## src/rtl/cv32e40p_if_id_pkg.sv

```systemverilog
// Shared IF-ID buffer types: buffered entry layout and the default buffer depth.
package cv32e40p_if_id_pkg;

    localparam int unsigned IF_ID_DEPTH = 2;
    localparam int unsigned IF_ID_ILEN  = 32;

    typedef struct packed {
        logic [IF_ID_ILEN-1:0] instr;
        logic [IF_ID_ILEN-1:0] pc;
        logic                  compressed;
        logic                  illegal_c;
    } if_id_entry_t;

endpackage

```

## src/rtl/cv32e40p_if_id_buffer.sv

```systemverilog
// Small FIFO between the fetch stage and ID. The head entry is held in output
// registers, so nothing passes combinationally from in_* to out_*.
module cv32e40p_if_id_buffer
    import cv32e40p_if_id_pkg::*;
#(
    parameter int unsigned DEPTH = IF_ID_DEPTH,
    parameter int unsigned ILEN  = IF_ID_ILEN
) (
    input  logic                         clk,
    input  logic                         rst_n,
    input  logic                         in_valid_i,
    input  logic [ILEN-1:0]              in_instr_i,
    input  logic [ILEN-1:0]              in_pc_i,
    input  logic                         in_compressed_i,
    input  logic                         in_illegal_c_i,
    input  logic                         fetch_failed_i,
    input  logic                         halt_if_i,
    input  logic                         flush_i,
    output logic                         in_ready_o,
    output logic                         out_valid_o,
    output logic [ILEN-1:0]              out_instr_o,
    output logic [ILEN-1:0]              out_pc_o,
    output logic                         out_compressed_o,
    output logic                         out_illegal_c_o,
    output logic                         out_fetch_failed_o,
    input  logic                         id_ready_i,
    output logic [$clog2(DEPTH+1)-1:0]   count_o
);

    localparam int unsigned CNT_W = $clog2(DEPTH + 1);
    localparam int unsigned PTR_W = (DEPTH > 1) ? $clog2(DEPTH) : 1;

    // The entry struct is sized by the package; a mismatched ILEN would truncate.
    if (ILEN != IF_ID_ILEN) begin : g_ilen_check
        $error("cv32e40p_if_id_buffer: ILEN must equal IF_ID_ILEN");
    end

    if_id_entry_t     r_mem [DEPTH];
    if_id_entry_t     r_head;
    logic [PTR_W-1:0] r_rptr;
    logic [PTR_W-1:0] r_wptr;
    logic [CNT_W-1:0] r_count;
    logic             r_fetch_failed;

    if_id_entry_t     w_in_entry;
    if_id_entry_t     w_head_nxt;
    logic [PTR_W-1:0] w_rptr_nxt;
    logic [PTR_W-1:0] w_wptr_nxt;
    logic [CNT_W-1:0] w_count_nxt;
    logic             w_fetch_failed_nxt;
    logic             w_push;
    logic             w_pop;

    function automatic logic [PTR_W-1:0] ptr_inc(input logic [PTR_W-1:0] p);
        return (p == PTR_W'(DEPTH - 1)) ? '0 : p + PTR_W'(1);
    endfunction

    assign in_ready_o = (r_count < CNT_W'(DEPTH)) & ~halt_if_i;

    // Next-state: pointers, occupancy, sticky status and the next head entry.
    always_comb begin
        w_in_entry = '{instr:      IF_ID_ILEN'(in_instr_i),
                       pc:         IF_ID_ILEN'(in_pc_i),
                       compressed: in_compressed_i,
                       illegal_c:  in_illegal_c_i};
        w_push             = in_valid_i & in_ready_o & ~flush_i;
        w_pop              = (r_count != '0) & id_ready_i & ~flush_i;
        w_rptr_nxt         = r_rptr;
        w_wptr_nxt         = r_wptr;
        w_count_nxt        = r_count;
        w_fetch_failed_nxt = r_fetch_failed;
        w_head_nxt         = r_head;

        if (flush_i) begin
            w_rptr_nxt         = '0;
            w_wptr_nxt         = '0;
            w_count_nxt        = '0;
            w_fetch_failed_nxt = fetch_failed_i;
        end else begin
            if (w_push) begin
                w_wptr_nxt         = ptr_inc(r_wptr);
                w_fetch_failed_nxt = 1'b0;
            end
            if (w_pop) begin
                w_rptr_nxt = ptr_inc(r_rptr);
            end
            if (w_push && !w_pop) begin
                w_count_nxt = r_count + CNT_W'(1);
            end else if (!w_push && w_pop) begin
                w_count_nxt = r_count - CNT_W'(1);
            end
            // A new head appears after a pop or when an empty buffer is filled;
            // it may be the entry being written on this very edge.
            if ((w_count_nxt != '0) && (w_pop || (r_count == '0))) begin
                w_head_nxt = (w_push && (r_wptr == w_rptr_nxt)) ? w_in_entry
                                                                : r_mem[w_rptr_nxt];
            end
        end
    end

    always_ff @(posedge clk or negedge rst_n) begin
        if (!rst_n) begin
            for (int i = 0; i < DEPTH; i++) begin
                r_mem[i] <= '0;
            end
            r_head         <= '0;
            r_rptr         <= '0;
            r_wptr         <= '0;
            r_count        <= '0;
            r_fetch_failed <= 1'b0;
        end else begin
            if (w_push) begin
                r_mem[r_wptr] <= w_in_entry;
            end
            r_head         <= w_head_nxt;
            r_rptr         <= w_rptr_nxt;
            r_wptr         <= w_wptr_nxt;
            r_count        <= w_count_nxt;
            r_fetch_failed <= w_fetch_failed_nxt;
        end
    end

    assign out_valid_o        = (r_count != '0);
    assign out_instr_o        = ILEN'(r_head.instr);
    assign out_pc_o           = ILEN'(r_head.pc);
    assign out_compressed_o   = r_head.compressed;
    assign out_illegal_c_o    = r_head.illegal_c;
    assign out_fetch_failed_o = r_fetch_failed;
    assign count_o            = r_count;

endmodule

```

## config.mk

```make
export PLATFORM = sky130hd
export DESIGN_NAME = cv32e40p_if_id_buffer
export DESIGN_NICKNAME = d
export VERILOG_FILES = /design/src/rtl/cv32e40p_if_id_pkg.sv /design/src/rtl/cv32e40p_if_id_buffer.sv
export SDC_FILE = /design/constraint.sdc
export NUM_CORES = 1
export LEC_CHECK = 0
export CAP_MARGIN = 30
export CORE_MARGIN = 1
export CORE_UTILIZATION = 59
export DETAILED_ROUTE_END_ITERATION = 12
export PLACE_DENSITY = 0.91
export SETUP_SLACK_MARGIN = 0.05
export SYNTH_ARGS = -nofsm -noshare
export SYNTH_HDL_FRONTEND = slang
export SYNTH_SLANG_ARGS = --single-unit
```

## constraint.sdc

```tcl
create_clock -name clk -period 5.05 [get_ports clk]
set_clock_uncertainty 0.05 [all_clocks]
set_input_delay 0.505 -clock clk [delete_from_list [all_inputs] [get_ports clk]]
set_output_delay 0.505 -clock clk [all_outputs]
set_load 0.02 [all_outputs]
```

==> results_dict.tcl <==
set metrics [dict create \
    status "completed" \
    period_share_pct 63.8 \
    intPower_mw 4.67 \
    seq_area_frac_synth_pct 52.2 \
    drt_pass1_iterations 7 \
    antenna_cells 0 \
    grt_max_degree 112 \
    end_kind "flop" \
    clkLatencyLatePin_ns 0.49 \
    syn_area_um2 9740 \
    leakagePower_nw 5.01 \
    wl_met1_um 9650 \
    fin_nets 1087 \
    grt_pass1_wl_um 38500 \
    avgSynthCellArea_um2 10.7 \
    synth_cells 911 \
    p_per_area_nw_per_um2 613 \
    crit_chain "clkdlybuf4s50_1, nor4b_4, and2_4, buf_4, buf_4, mux2_2" \
    maxUsedRoutingLayer "met4" \
    wirelength_um 23800 \
    start_util_pct 60.8 \
    drive_gt1_share_pct 19.9 \
    synth-warning-count 0 \
    p_comb_share_pct 40.0 \
    die_area_um2 17000 \
    syn_nets 985 \
    post-synth-top-area-fraction_pct 52.2 \
    die_height_um 130 \
    met3_length_um 1500 \
    start_kind "input pin" \
    fin_util_pct 74.5 \
    track_usage_pct 28.9 \
    met2_length_um 11900 \
    critical_path.top_delay_family "buffers and inverters" \
    area_growth_pct 22.5 \
    cpPeakStageDelay_ns 0.78 \
    antenna_found_initial 0 \
    switching_power_mw 2.64 \
    slew_violations 0 \
    cts_buffer_depth 3 \
    synthDistinctLibCells 31 \
    worstPathRequired_ns 5.37 \
    critPathKind "input pin to flop" \
    relSlewSlack_pct 36.8 \
    setup_violations 0 \
    ys_ff_latch 203 \
    clkPwrFrac_pct 20.8 \
    io_buffers 143 \
    gp_congestion 0.802 \
    crit_path_frequent_cell "buf_4" \
    yosysTopAreaCell "dfrtp_1" \
    clk_pin_slew_ns 0.06 \
    crit_fanout 72 \
    ctsRootBufferMaster "clkbuf_16" \
    via_per_inst 6.30 \
    core_area_um2 16000 \
    critPathSlowestCell "buf_4" \
    synth.area.top_cells "dfrtp_1 52%, mux2_2 15%, nand2_1 7.7%" \
    rows 46 \
    hold_viol 0 \
    max_freq_mhz 310 \
    ir_worst_vdd_mv 0.336 \
    die_x_um 130 \
    p_seq_share_pct 39.1 \
    most-common-layout-cells "203 x dfrtp_1, 198 x nand2_1, 142 x clkdlybuf4s50_1, 132 x mux2_2, 66 x a211oi_1" \
    vias 7820 \
    fin_tns_setup_ns 0 \
    cts_buffers 21 \
    worst_pin_slew_ns 0.945 \
    grt_pass1_vias 7844 \
    min_path_type "input pin to async pin" \
    maxCapViolCount 0 \
    ant_nets 0 \
    avgRoutedWirePerCell_um 19.2 \
    overflow 0 \
    post_cts_buffers 0 \
    fin_crit_ns 3.22 \
    htree_levels 1 \
    drtIter0Drc 721 \
    hold_buffers 0 \
    hpwl_um 14100 \
    io_pins 144 \
    cts_sinks 203 \
    path_buf_inv 3 \
    switching_share_pct 36.2 \
    post_cts_resized 0 \
    final_common_cell "dfrtp_1" \
    drcViolationCount 0 \
    arrival_ns 3.54 \
    rsz0062_at_grt "false" \
    cts_tree "yes" \
    finalPower_mw 7.31 \
]
[worst reg2reg max path, cell delays in order, from the launching register on]
cell,delay [ns]
dfrtp_1,0.55
inv_1,0.08
ha_1,0.29
nor3b_2,0.41
xnor2_1,0.22
nand2_2,0.73
buf_4,0.40
o22ai_1,0.14
o31ai_1,0.23
[kinds of logic after synthesis]
group	count (synthesis)	synth area share, %
fa+ha+maj	1	0.128
compound gates	267	18.8
mux	134	15.5
simple gates	216	8.75
xor+xnor	6	0.540
flops	203	52.2
buf+inv	84	4.16
[power groups by stage]
stage / logic, mW / clock network [mW] / registers (mW)
final: 2.93 / 1.52 / 2.86
after global routing: 3.21 / 1.61 / 2.94
after CTS: 2.94 / 1.55 / 2.84
after detailed placement: 2.92 / 0 / 2.85
after global placement: 2.78 / 0 / 2.81
after floorplan: 1.73 / 0 / 3.01
[state kept, by name, indices dropped and copies added, names as in the netlist]
register and count:
out_compressed_o 1, out_pc_o 32, out_instr_o 32, r_rptr 1
r_mem 132, out_fetch_failed_o 1, r_wptr 1, count_o 2
out_illegal_c_o 1
[Yosys cell counts (all sizes together)]
library cell / number
xnor2: 4
o221ai: 1
ha: 1
a311oi: 1
dfrtp: 203
clkbuf: 26
xor2: 2
o21ai: 2
nand2: 200
nor4b: 1
a211oi: 66
nand2b: 2
nor2: 8
or4b: 1
and2: 1
or3b: 1
a31oi: 2
buf: 54
mux2i: 2
inv: 4
nor2b: 1
o31ai: 65
mux2: 132
a21oi: 65
nor3b: 1
o22ai: 65
[path summary, 6_finish.rpt]
path	slack [ns]	depth (start not counted)	startpoint	to
max	1.83	6	flush_i	r_mem[32]
min	0.05	1	rst_n	out_instr_o[7]
max reg2reg	1.84	8	count_o[1]	out_pc_o[27]
min reg2reg	0.43	2	out_instr_o[25]	out_instr_o[25]
max in group asynchronous	3.73	2	rst_n	r_mem[124]
min in group clk	0.43	2	out_instr_o[25]	out_instr_o[25]
[metrics by stage]
step | instance area (µm²) | cells | worst slack (ns) | hold slack [ns]
2_1_floorplan | 9740 | 911 | 2.76 | 0.159
3_5_place_dp | 11200 | 1206 | 1.39 | 0.417
6_report | 11900 | 1241 | 1.83 | 0.0474
5_1_grt | 11900 | 1241 | 1.66 | 0.131
3_3_place_gp | 11200 | 1205 | 1.44 | 0.409
4_1_cts | 11900 | 1241 | 1.87 | 0.107
[final cells by class]
class | instances | area, µm²
repair buffers | 159 | 1580
fillers | 1103 | 4080
multi-input cells | 624 | 4300
flip-flops and latches | 203 | 5080
inverters | 4 | 15.0
clock inverters | 9 | 98.8
clock buffers | 26 | 574
well taps | 216 | 270
[metal layers]
| layer | track usage [%] | up-vias |
|---|---|---|
| met1 | 37.3 | 3885 |
| met5 | 0 | - |
| met4 | 13.3 | 0 |
| met2 | 48.8 | 340 |
| met3 | 3.95 | 72 |
| li1 | - | 3523 |
No activity file was read; power rests on OpenSTA's default activity.
